## src/rtl/cpu_mem_if.sv

```systemverilog
// Data-memory bus between the MEM stage (master) and the memory slave.
// Latency: none, wires only.
// Backpressure: the slave holds bus_ready low until the access completes.
interface cpu_mem_if;
    logic        bus_req;
    logic        bus_we;
    logic [31:0] bus_addr;
    logic [3:0]  bus_be;
    logic [31:0] bus_wdata;
    logic [31:0] bus_rdata;
    logic        bus_ready;

    modport master (
        output bus_req, bus_we, bus_addr, bus_be, bus_wdata,
        input  bus_rdata, bus_ready
    );

    modport slave (
        input  bus_req, bus_we, bus_addr, bus_be, bus_wdata,
        output bus_rdata, bus_ready
    );
endinterface

```

## src/rtl/cpu_mem.sv

```systemverilog
// MEM pipeline stage: byte/half/word loads and stores over a req/ready bus.
// Latency: 1 edge for non-memory ops; 2+ edges for aligned memory ops.
// Backpressure: mem_stall holds EX while a request waits for bus_ready.
`ifndef CPU_MEM_CON_DEFS
`define CPU_MEM_CON_DEFS
`define CON_MSB 15
`define CON_LSB 0
`define CON_NOP 16'h8000
`endif

module cpu_mem #(
    parameter int unsigned TIMEOUT_CYCLES = 255
) (
    input  logic                      clk,
    input  logic                      clr,
    input  logic [31:0]               current_pc_ex,
    input  logic [31:0]               ins_ex,
    input  logic [`CON_MSB:`CON_LSB]  controls_ex,
    input  logic [31:0]               alu_result,
    input  logic [31:0]               reg_read2_data_ex,
    input  logic                      reg_write_en,
    input  logic [4:0]                reg_write_num,
    input  logic                      mem_read,
    input  logic                      mem_write,
    input  logic [1:0]                mem_size,
    input  logic                      mem_sext,
    cpu_mem_if.master                 bus,
    output logic                      mem_stall,
    output logic [31:0]               current_pc_mem,
    output logic [31:0]               ins_mem,
    output logic [`CON_MSB:`CON_LSB]  controls_mem,
    output logic [31:0]               reg_write_data,
    output logic                      reg_write_en_mem,
    output logic [4:0]                reg_write_num_mem,
    output logic                      align_error,
    output logic                      bus_error
);

    typedef enum logic {S_IDLE = 1'b0, S_WAIT = 1'b1} state_t;

    localparam logic [15:0]              CNT_LAST = 16'(TIMEOUT_CYCLES - 1);
    localparam logic [`CON_MSB:`CON_LSB] CON_NOP  = `CON_NOP;

    state_t                     state_q, state_d;
    logic                       bus_req_q, bus_req_d;
    logic                       bus_we_q, bus_we_d;
    logic [31:0]                bus_addr_q, bus_addr_d;
    logic [3:0]                 bus_be_q, bus_be_d;
    logic [31:0]                bus_wdata_q, bus_wdata_d;
    logic [15:0]                cnt_q, cnt_d;
    // Attributes of the outstanding access, needed to pick apart rdata.
    logic [1:0]                 lane_q, lane_d;
    logic [1:0]                 size_q, size_d;
    logic                       sext_q, sext_d;
    logic                       load_q, load_d;
    // MEM/WB latch
    logic [31:0]                pc_mem_q, pc_mem_d;
    logic [31:0]                ins_mem_q, ins_mem_d;
    logic [`CON_MSB:`CON_LSB]   ctrl_mem_q, ctrl_mem_d;
    logic [31:0]                wb_data_q, wb_data_d;
    logic                       wb_en_q, wb_en_d;
    logic [4:0]                 wb_num_q, wb_num_d;
    logic                       align_err_q, align_err_d;
    logic                       bus_err_q, bus_err_d;

    logic                       access;
    logic                       is_load;
    logic                       misaligned;
    logic                       timeout_hit;
    logic [3:0]                 be_c;
    logic [31:0]                wdata_c;
    logic [7:0]                 rd_byte;
    logic [15:0]                rd_half;
    logic [31:0]                load_val;

    // A simultaneous read+write is a store; it never writes a register.
    assign access      = mem_read | mem_write;
    assign is_load     = mem_read & ~mem_write;
    assign timeout_hit = (cnt_q == CNT_LAST);

    // Alignment check, lane enables and lane-replicated store data.
    always_comb begin
        misaligned = 1'b0;
        be_c       = 4'b1111;
        wdata_c    = reg_read2_data_ex;
        case (mem_size)
            2'd0: begin
                be_c    = 4'b0001 << alu_result[1:0];
                wdata_c = {4{reg_read2_data_ex[7:0]}};
            end
            2'd1: begin
                misaligned = access & alu_result[0];
                be_c       = alu_result[1] ? 4'b1100 : 4'b0011;
                wdata_c    = {2{reg_read2_data_ex[15:0]}};
            end
            default: begin
                misaligned = access & (alu_result[1:0] != 2'b00);
            end
        endcase
    end

    // Lane select and extension of returning load data.
    always_comb begin
        case (lane_q)
            2'd0:    rd_byte = bus.bus_rdata[7:0];
            2'd1:    rd_byte = bus.bus_rdata[15:8];
            2'd2:    rd_byte = bus.bus_rdata[23:16];
            default: rd_byte = bus.bus_rdata[31:24];
        endcase
        rd_half = lane_q[1] ? bus.bus_rdata[31:16] : bus.bus_rdata[15:0];
        case (size_q)
            2'd0:    load_val = {{24{sext_q & rd_byte[7]}}, rd_byte};
            2'd1:    load_val = {{16{sext_q & rd_half[15]}}, rd_half};
            default: load_val = bus.bus_rdata;
        endcase
    end

    // Stall EX while an access is being issued or is still waiting.
    always_comb begin
        mem_stall = 1'b0;
        case (state_q)
            S_IDLE:  mem_stall = access & ~misaligned;
            S_WAIT:  mem_stall = ~bus.bus_ready & ~timeout_hit;
            default: mem_stall = 1'b0;
        endcase
    end

    // Next-state: MEM/WB defaults to a bubble; only completing ops override it.
    always_comb begin
        state_d     = state_q;
        bus_req_d   = bus_req_q;
        bus_we_d    = bus_we_q;
        bus_addr_d  = bus_addr_q;
        bus_be_d    = bus_be_q;
        bus_wdata_d = bus_wdata_q;
        cnt_d       = cnt_q;
        lane_d      = lane_q;
        size_d      = size_q;
        sext_d      = sext_q;
        load_d      = load_q;
        align_err_d = align_err_q;
        bus_err_d   = bus_err_q;
        pc_mem_d    = 32'd0;
        ins_mem_d   = 32'd0;
        ctrl_mem_d  = CON_NOP;
        wb_data_d   = 32'd0;
        wb_en_d     = 1'b0;
        wb_num_d    = 5'd0;
        case (state_q)
            S_IDLE: begin
                if (access && misaligned) begin
                    align_err_d = 1'b1;
                end else if (access) begin
                    state_d     = S_WAIT;
                    bus_req_d   = 1'b1;
                    bus_we_d    = mem_write;
                    bus_addr_d  = {alu_result[31:2], 2'b00};
                    bus_be_d    = be_c;
                    bus_wdata_d = wdata_c;
                    cnt_d       = 16'd0;
                    lane_d      = alu_result[1:0];
                    size_d      = mem_size;
                    sext_d      = mem_sext;
                    load_d      = is_load;
                end else begin
                    pc_mem_d   = current_pc_ex;
                    ins_mem_d  = ins_ex;
                    ctrl_mem_d = controls_ex;
                    wb_data_d  = alu_result;
                    wb_en_d    = reg_write_en;
                    wb_num_d   = reg_write_num;
                end
            end
            S_WAIT: begin
                if (bus.bus_ready) begin
                    state_d    = S_IDLE;
                    bus_req_d  = 1'b0;
                    pc_mem_d   = current_pc_ex;
                    ins_mem_d  = ins_ex;
                    ctrl_mem_d = controls_ex;
                    wb_data_d  = load_q ? load_val : alu_result;
                    wb_en_d    = load_q & reg_write_en;
                    wb_num_d   = reg_write_num;
                end else if (timeout_hit) begin
                    // Abandon the access; the instruction retires without writing.
                    state_d    = S_IDLE;
                    bus_req_d  = 1'b0;
                    bus_err_d  = 1'b1;
                    pc_mem_d   = current_pc_ex;
                    ins_mem_d  = ins_ex;
                    ctrl_mem_d = controls_ex;
                    wb_data_d  = alu_result;
                    wb_num_d   = reg_write_num;
                end else begin
                    cnt_d = cnt_q + 16'd1;
                end
            end
            default: state_d = S_IDLE;
        endcase
    end

    // State and output registers; clr drops any outstanding request.
    always_ff @(posedge clk) begin
        if (clr) begin
            state_q     <= S_IDLE;
            bus_req_q   <= 1'b0;
            bus_we_q    <= 1'b0;
            bus_addr_q  <= 32'd0;
            bus_be_q    <= 4'd0;
            bus_wdata_q <= 32'd0;
            cnt_q       <= 16'd0;
            lane_q      <= 2'd0;
            size_q      <= 2'd0;
            sext_q      <= 1'b0;
            load_q      <= 1'b0;
            pc_mem_q    <= 32'd0;
            ins_mem_q   <= 32'd0;
            ctrl_mem_q  <= CON_NOP;
            wb_data_q   <= 32'd0;
            wb_en_q     <= 1'b0;
            wb_num_q    <= 5'd0;
            align_err_q <= 1'b0;
            bus_err_q   <= 1'b0;
        end else begin
            state_q     <= state_d;
            bus_req_q   <= bus_req_d;
            bus_we_q    <= bus_we_d;
            bus_addr_q  <= bus_addr_d;
            bus_be_q    <= bus_be_d;
            bus_wdata_q <= bus_wdata_d;
            cnt_q       <= cnt_d;
            lane_q      <= lane_d;
            size_q      <= size_d;
            sext_q      <= sext_d;
            load_q      <= load_d;
            pc_mem_q    <= pc_mem_d;
            ins_mem_q   <= ins_mem_d;
            ctrl_mem_q  <= ctrl_mem_d;
            wb_data_q   <= wb_data_d;
            wb_en_q     <= wb_en_d;
            wb_num_q    <= wb_num_d;
            align_err_q <= align_err_d;
            bus_err_q   <= bus_err_d;
        end
    end

    assign bus.bus_req        = bus_req_q;
    assign bus.bus_we         = bus_we_q;
    assign bus.bus_addr       = bus_addr_q;
    assign bus.bus_be         = bus_be_q;
    assign bus.bus_wdata      = bus_wdata_q;
    assign current_pc_mem     = pc_mem_q;
    assign ins_mem            = ins_mem_q;
    assign controls_mem       = ctrl_mem_q;
    assign reg_write_data     = wb_data_q;
    assign reg_write_en_mem   = wb_en_q;
    assign reg_write_num_mem  = wb_num_q;
    assign align_error        = align_err_q;
    assign bus_error          = bus_err_q;

endmodule
```

## src/flat_wrapper.sv

```systemverilog
// flat-port wrapper written by rule: the top's interface ports become plain ports
module cpu_mem_flat 
#(
    parameter int unsigned TIMEOUT_CYCLES = 255
)
  (clk, clr, current_pc_ex, ins_ex, controls_ex, alu_result, reg_read2_data_ex, reg_write_en, reg_write_num, mem_read, mem_write, mem_size, mem_sext, mem_stall, current_pc_mem, ins_mem, controls_mem, reg_write_data, reg_write_en_mem, reg_write_num_mem, align_error, bus_error, bus_bus_req, bus_bus_we, bus_bus_addr, bus_bus_be, bus_bus_wdata, bus_bus_rdata, bus_bus_ready);
  cpu_mem_if bus_i ();
  input  logic clk;
  input  logic clr;
  input  logic [31:0] current_pc_ex;
  input  logic [31:0] ins_ex;
  input  logic [`CON_MSB:`CON_LSB] controls_ex;
  input  logic [31:0] alu_result;
  input  logic [31:0] reg_read2_data_ex;
  input  logic reg_write_en;
  input  logic [4:0] reg_write_num;
  input  logic mem_read;
  input  logic mem_write;
  input  logic [1:0] mem_size;
  input  logic mem_sext;
  output logic mem_stall;
  output logic [31:0] current_pc_mem;
  output logic [31:0] ins_mem;
  output logic [`CON_MSB:`CON_LSB] controls_mem;
  output logic [31:0] reg_write_data;
  output logic reg_write_en_mem;
  output logic [4:0] reg_write_num_mem;
  output logic align_error;
  output logic bus_error;
  output wire logic [$bits(bus_i.bus_req)-1:0] bus_bus_req;
  output wire logic [$bits(bus_i.bus_we)-1:0] bus_bus_we;
  output wire logic [$bits(bus_i.bus_addr)-1:0] bus_bus_addr;
  output wire logic [$bits(bus_i.bus_be)-1:0] bus_bus_be;
  output wire logic [$bits(bus_i.bus_wdata)-1:0] bus_bus_wdata;
  input wire logic [$bits(bus_i.bus_rdata)-1:0] bus_bus_rdata;
  input wire logic [$bits(bus_i.bus_ready)-1:0] bus_bus_ready;
  assign bus_bus_req = bus_i.bus_req;
  assign bus_bus_we = bus_i.bus_we;
  assign bus_bus_addr = bus_i.bus_addr;
  assign bus_bus_be = bus_i.bus_be;
  assign bus_bus_wdata = bus_i.bus_wdata;
  assign bus_i.bus_rdata = bus_bus_rdata;
  assign bus_i.bus_ready = bus_bus_ready;
  cpu_mem #(.TIMEOUT_CYCLES(TIMEOUT_CYCLES)) u_core (.clk(clk), .clr(clr), .current_pc_ex(current_pc_ex), .ins_ex(ins_ex), .controls_ex(controls_ex), .alu_result(alu_result), .reg_read2_data_ex(reg_read2_data_ex), .reg_write_en(reg_write_en), .reg_write_num(reg_write_num), .mem_read(mem_read), .mem_write(mem_write), .mem_size(mem_size), .mem_sext(mem_sext), .bus(bus_i), .mem_stall(mem_stall), .current_pc_mem(current_pc_mem), .ins_mem(ins_mem), .controls_mem(controls_mem), .reg_write_data(reg_write_data), .reg_write_en_mem(reg_write_en_mem), .reg_write_num_mem(reg_write_num_mem), .align_error(align_error), .bus_error(bus_error));
endmodule
```

## config.mk

```make
export PLATFORM = sky130hd
export DESIGN_NAME = cpu_mem_flat
export DESIGN_NICKNAME = d
export VERILOG_FILES = /design/src/rtl/cpu_mem_if.sv /design/src/rtl/cpu_mem.sv /design/src/flat_wrapper.sv
export SDC_FILE = /design/constraint.sdc
export NUM_CORES = 1
export LEC_CHECK = 0
export CAP_MARGIN = 20
export CORE_MARGIN = 2
export CORE_UTILIZATION = 37
export CTS_CLUSTER_SIZE = 24
export DETAILED_ROUTE_END_ITERATION = 8
export HOLD_SLACK_MARGIN = 0.15
export PLACE_DENSITY_LB_ADDON = 0.1
export SYNTH_ARGS = -nofsm -noshare
export SYNTH_HDL_FRONTEND = slang
export SYNTH_SLANG_ARGS = --single-unit
```

## constraint.sdc

```tcl
create_clock -name clk -period 2 [get_ports clk]
set_clock_uncertainty 0.2 [all_clocks]
set_input_delay 0.2 -clock clk [delete_from_list [all_inputs] [get_ports clk]]
set_output_delay 0.2 -clock clk [all_outputs]
set_load 0.05 [all_outputs]
```

==> results.json <==
{
  "worst-setup-path-type": "reg -> out",
  "grt_pass1_vias": 9163,
  "ios": 381,
  "synthesis.area_um2": 8113,
  "final_cell_area_um2": 15400,
  "final_util_pct": 71.02,
  "outcome": "finished with violations",
  "htreeDepth": 1,
  "diodes": 0,
  "synthFlopType": "dfxtp_1",
  "ys_ff_latch": 211,
  "crit_arrival_ns": 1.96,
  "setup_viol": 129,
  "synth_edf_count": 0,
  "dpl.hpwl_um": 21110,
  "fin_crit_sh_pct": 117.9,
  "cts-root-buf": "clkbuf_16",
  "start_util_pct": 37.41,
  "clk_path_buf_depth": 3,
  "worstPathRequired_ns": 1.60,
  "dpl_cell_area_um2": 12490,
  "layout_commonest_cell": "dfxtp_1",
  "rsz0062_at_grt": "true",
  "via_count": 8841,
  "worst_setup_path_end_kind": "output pin",
  "r2r_end": "u_core.ins_mem[17]$_SDFF_PP0_",
  "hold_path.class": "in -> reg",
  "irDropWorstVdd_mv": 0.7548,
  "tightestPinTransition_ns": 0.5767,
  "cts_buffers": 23,
  "grt_overflow": 0,
  "multi_input_area_um2": 4094,
  "grt_max_degree": 50,
  "routed_wl_um": 34630,
  "path_common_cell": "buf_6",
  "die_w_um": 152.1,
  "nFillCells": 1604,
  "critPathSlowestCell": "or4_4",
  "syn_to_final_growth_pct": 89.87,
  "wire_per_inst_um": 20.03,
  "worst_hold_slack_ns": 0.1576,
  "grt_use_total_pct": 27.24,
  "clock-sinks": 211,
  "clkTransAtPathRegs_ns": 0.06,
  "final_cells": 1729,
  "yosysUniqueCellTypes": 53,
  "reg2reg_slack_ns": -0.30,
  "dieHeight_um": 152.1,
  "cellPowerDensity_nw_per_um2": 769.4,
  "post-place-ws_ns": -0.2766,
  "via_per_inst": 5.113,
  "final-seq-area_um2": 4228,
  "rows": 54,
  "finalHoldViolCount": 0,
  "min_path_cells": 3,
  "async_reset_ff_share_pct": 0,
  "place_inst": 1535,
  "min_to": "u_core.bus.bus_addr[23]$_SDFFE_PP0P_",
  "r2r-start": "u_core.cnt_q[13]$_SDFFE_PP0P_",
  "max-slew-margin-rel_pct": 61.47,
  "worst_slack_ns": -0.3587,
  "max_freq_mhz": 424.0,
  "ant_nets": 0,
  "clk_latency_ns": 0.50,
  "layout-drive-gt1-share_pct": 20.70,
  "avgSynthCellArea_um2": 9.240,
  "fp.coreArea_um2": 21690,
  "min_period_ns": 2.359,
  "worstPathCellList": "or4_4 > nor4_4 > buf_6 > o21ai_4 > buf_6",
  "drc_errors": 0,
  "maxCapViolations": 0,
  "r2r_cells": 8,
  "violations": "negative setup slack",
  "cts_tree": "yes",
  "antenna_found_initial": 2,
  "max_stage_delay_ns": 0.54,
  "drv_slew": 0,
  "firstDrtPassIters": 4,
  "grt_pass1_wl_um": 50500,
  "portBuffers": 378,
  "worstHoldStart": "alu_result[23]",
  "leakage_nw": 6.539,
  "crit_path_start_kind": "flip-flop",
  "die-area_um2": 23130,
  "ys_seq_area_share_pct": 52.07,
  "nets": 1627,
  "syn-instance-count": 878,
  "drt_iter0_drc": 306,
  "gp_congestion": 0.8445,
  "synth-warning-count": 0,
  "mostFrequentLayoutCells": "dfxtp_1, clkdlybuf4s50_1, dlygate4sd2_1",
  "cp_max_fo": 2
}
## how the worst max path moves through the flow
stage	from	to	slack (ns)	depth (start not counted)
finish	u_core.cnt_q[13]$_SDFFE_PP0P_	mem_stall	-0.36	5
global route	u_core.cnt_q[13]$_SDFFE_PP0P_	mem_stall	-0.41	5
CTS	u_core.cnt_q[13]$_SDFFE_PP0P_	mem_stall	-0.38	5
detailed placement	alu_result[1]	u_core.bus.bus_addr[27]$_SDFFE_PP0P_	-0.28	7
global placement	alu_result[1]	u_core.bus.bus_addr[18]$_SDFFE_PP0P_	-0.22	7
floorplan	u_core.cnt_q[8]$_SDFFE_PP0P_	u_core.cnt_q[0]$_SDFFE_PP0P_	-0.04	5
## metal layers
metal,up-vias,part of all wire (%),wire length (µm),GRT usage [%]
li1,4215,-,-,-
met1,4190,37,12860,29.48
met5,-,0.038,13,0
met3,80,7.6,2627,8.186
met2,354,52,17860,49.83
met4,2,3.6,1260,10.41
## cell families after synthesis
group | synth area share (%)
AOI/OAI and AO/OA | 17.47
xor gates and xnor gates | 0.1080
DFF | 52.07
muxes | 4.257
buffers and inverters | 4.287
adders and majority gates | 0.3084
other | 0.04622
and+or+nand+nor | 21.45
## area by class of cell
type	instances	share of cell area, %
Clock buffer	32	4.151
Clock inverter	7	0.8935
Inverter	6	0.1706
Multi-Input combinational cell	592	26.58
Sequential cell	211	27.45
Tap cell	280	2.274
Timing Repair Buffer	601	38.49
## per-stage QoR
stage	TNS, ns	total power, mW
global placement	-26.33	7.075
CTS	-17.80	11.75
detailed placement	-28.68	7.093
finish	-19.86	11.85
global route	-26.67	12.25
floorplan	-3.065	5.971
## power by group
group / switching, mW / internal, mW
clock: 1.73 / 2.73
combinational: 1.64 / 1.21
sequential: 0.0975 / 4.43
total: 3.47 / 8.38
## synth_stat cells (all sizes together), types with 3 or more instances
cell	number	area, µm²
buf	22	145.1
a22o	8	70.07
nor2	36	135.1
nand4	5	31.28
o22ai	8	50.05
a221oi	7	61.31
inv	4	15.01
o221ai	7	61.31
or4	11	86.33
mux2i	30	300.3
nor3	3	15.01
a211oi	10	75.07
nand2	139	521.8
nand3b	8	60.06
o211ai	32	240.2
o31ai	9	67.56
clkbuf	48	180.2
nor2b	9	56.30
a311oi	11	96.34
dfxtp	211	4224
nand2b	10	62.56
nand3	21	105.1
a21oi	78	390.4
a41oi	16	140.1
and2	85	531.8
o21ai	16	80.08
or3	4	25.02
## flip-flops by register name, summed over array words and instances, names as in the netlist, 2 cells and up
| register | count |
|---|---|
| u_core.ins_mem | 32 |
| u_core.current_pc_mem | 32 |
| u_core.reg_write_num_mem | 5 |
| u_core.bus.bus_wdata | 32 |
| u_core.lane_q | 2 |
| u_core.bus.bus_addr | 30 |
| u_core.size_q | 2 |
| u_core.cnt_q | 16 |
| u_core.reg_write_data | 32 |
| u_core.bus.bus_be | 4 |
| u_core.controls_mem | 16 |
## worst max-delay path: cells and delay by family, from the launching register on
family	cells	cell delay (ns)
buffers and inverters	2	0.32
AOI/OAI and AO/OA	1	0.06
and+or+nand+nor	2	0.76
DFF	1	0.32
## repair_timing
item / 4_1_cts / 5_1_grt
setup buffers: 15 / 13
resized for setup: 216 / 112
gates cloned: 12 / 7
endpoints found under the setup margin: 280 / 132
hold endpoints to repair: 159 / 0
hold buffers: 121 / 0
pin swaps: 28 / 67
No activity file was read; power rests on OpenSTA's default activity.
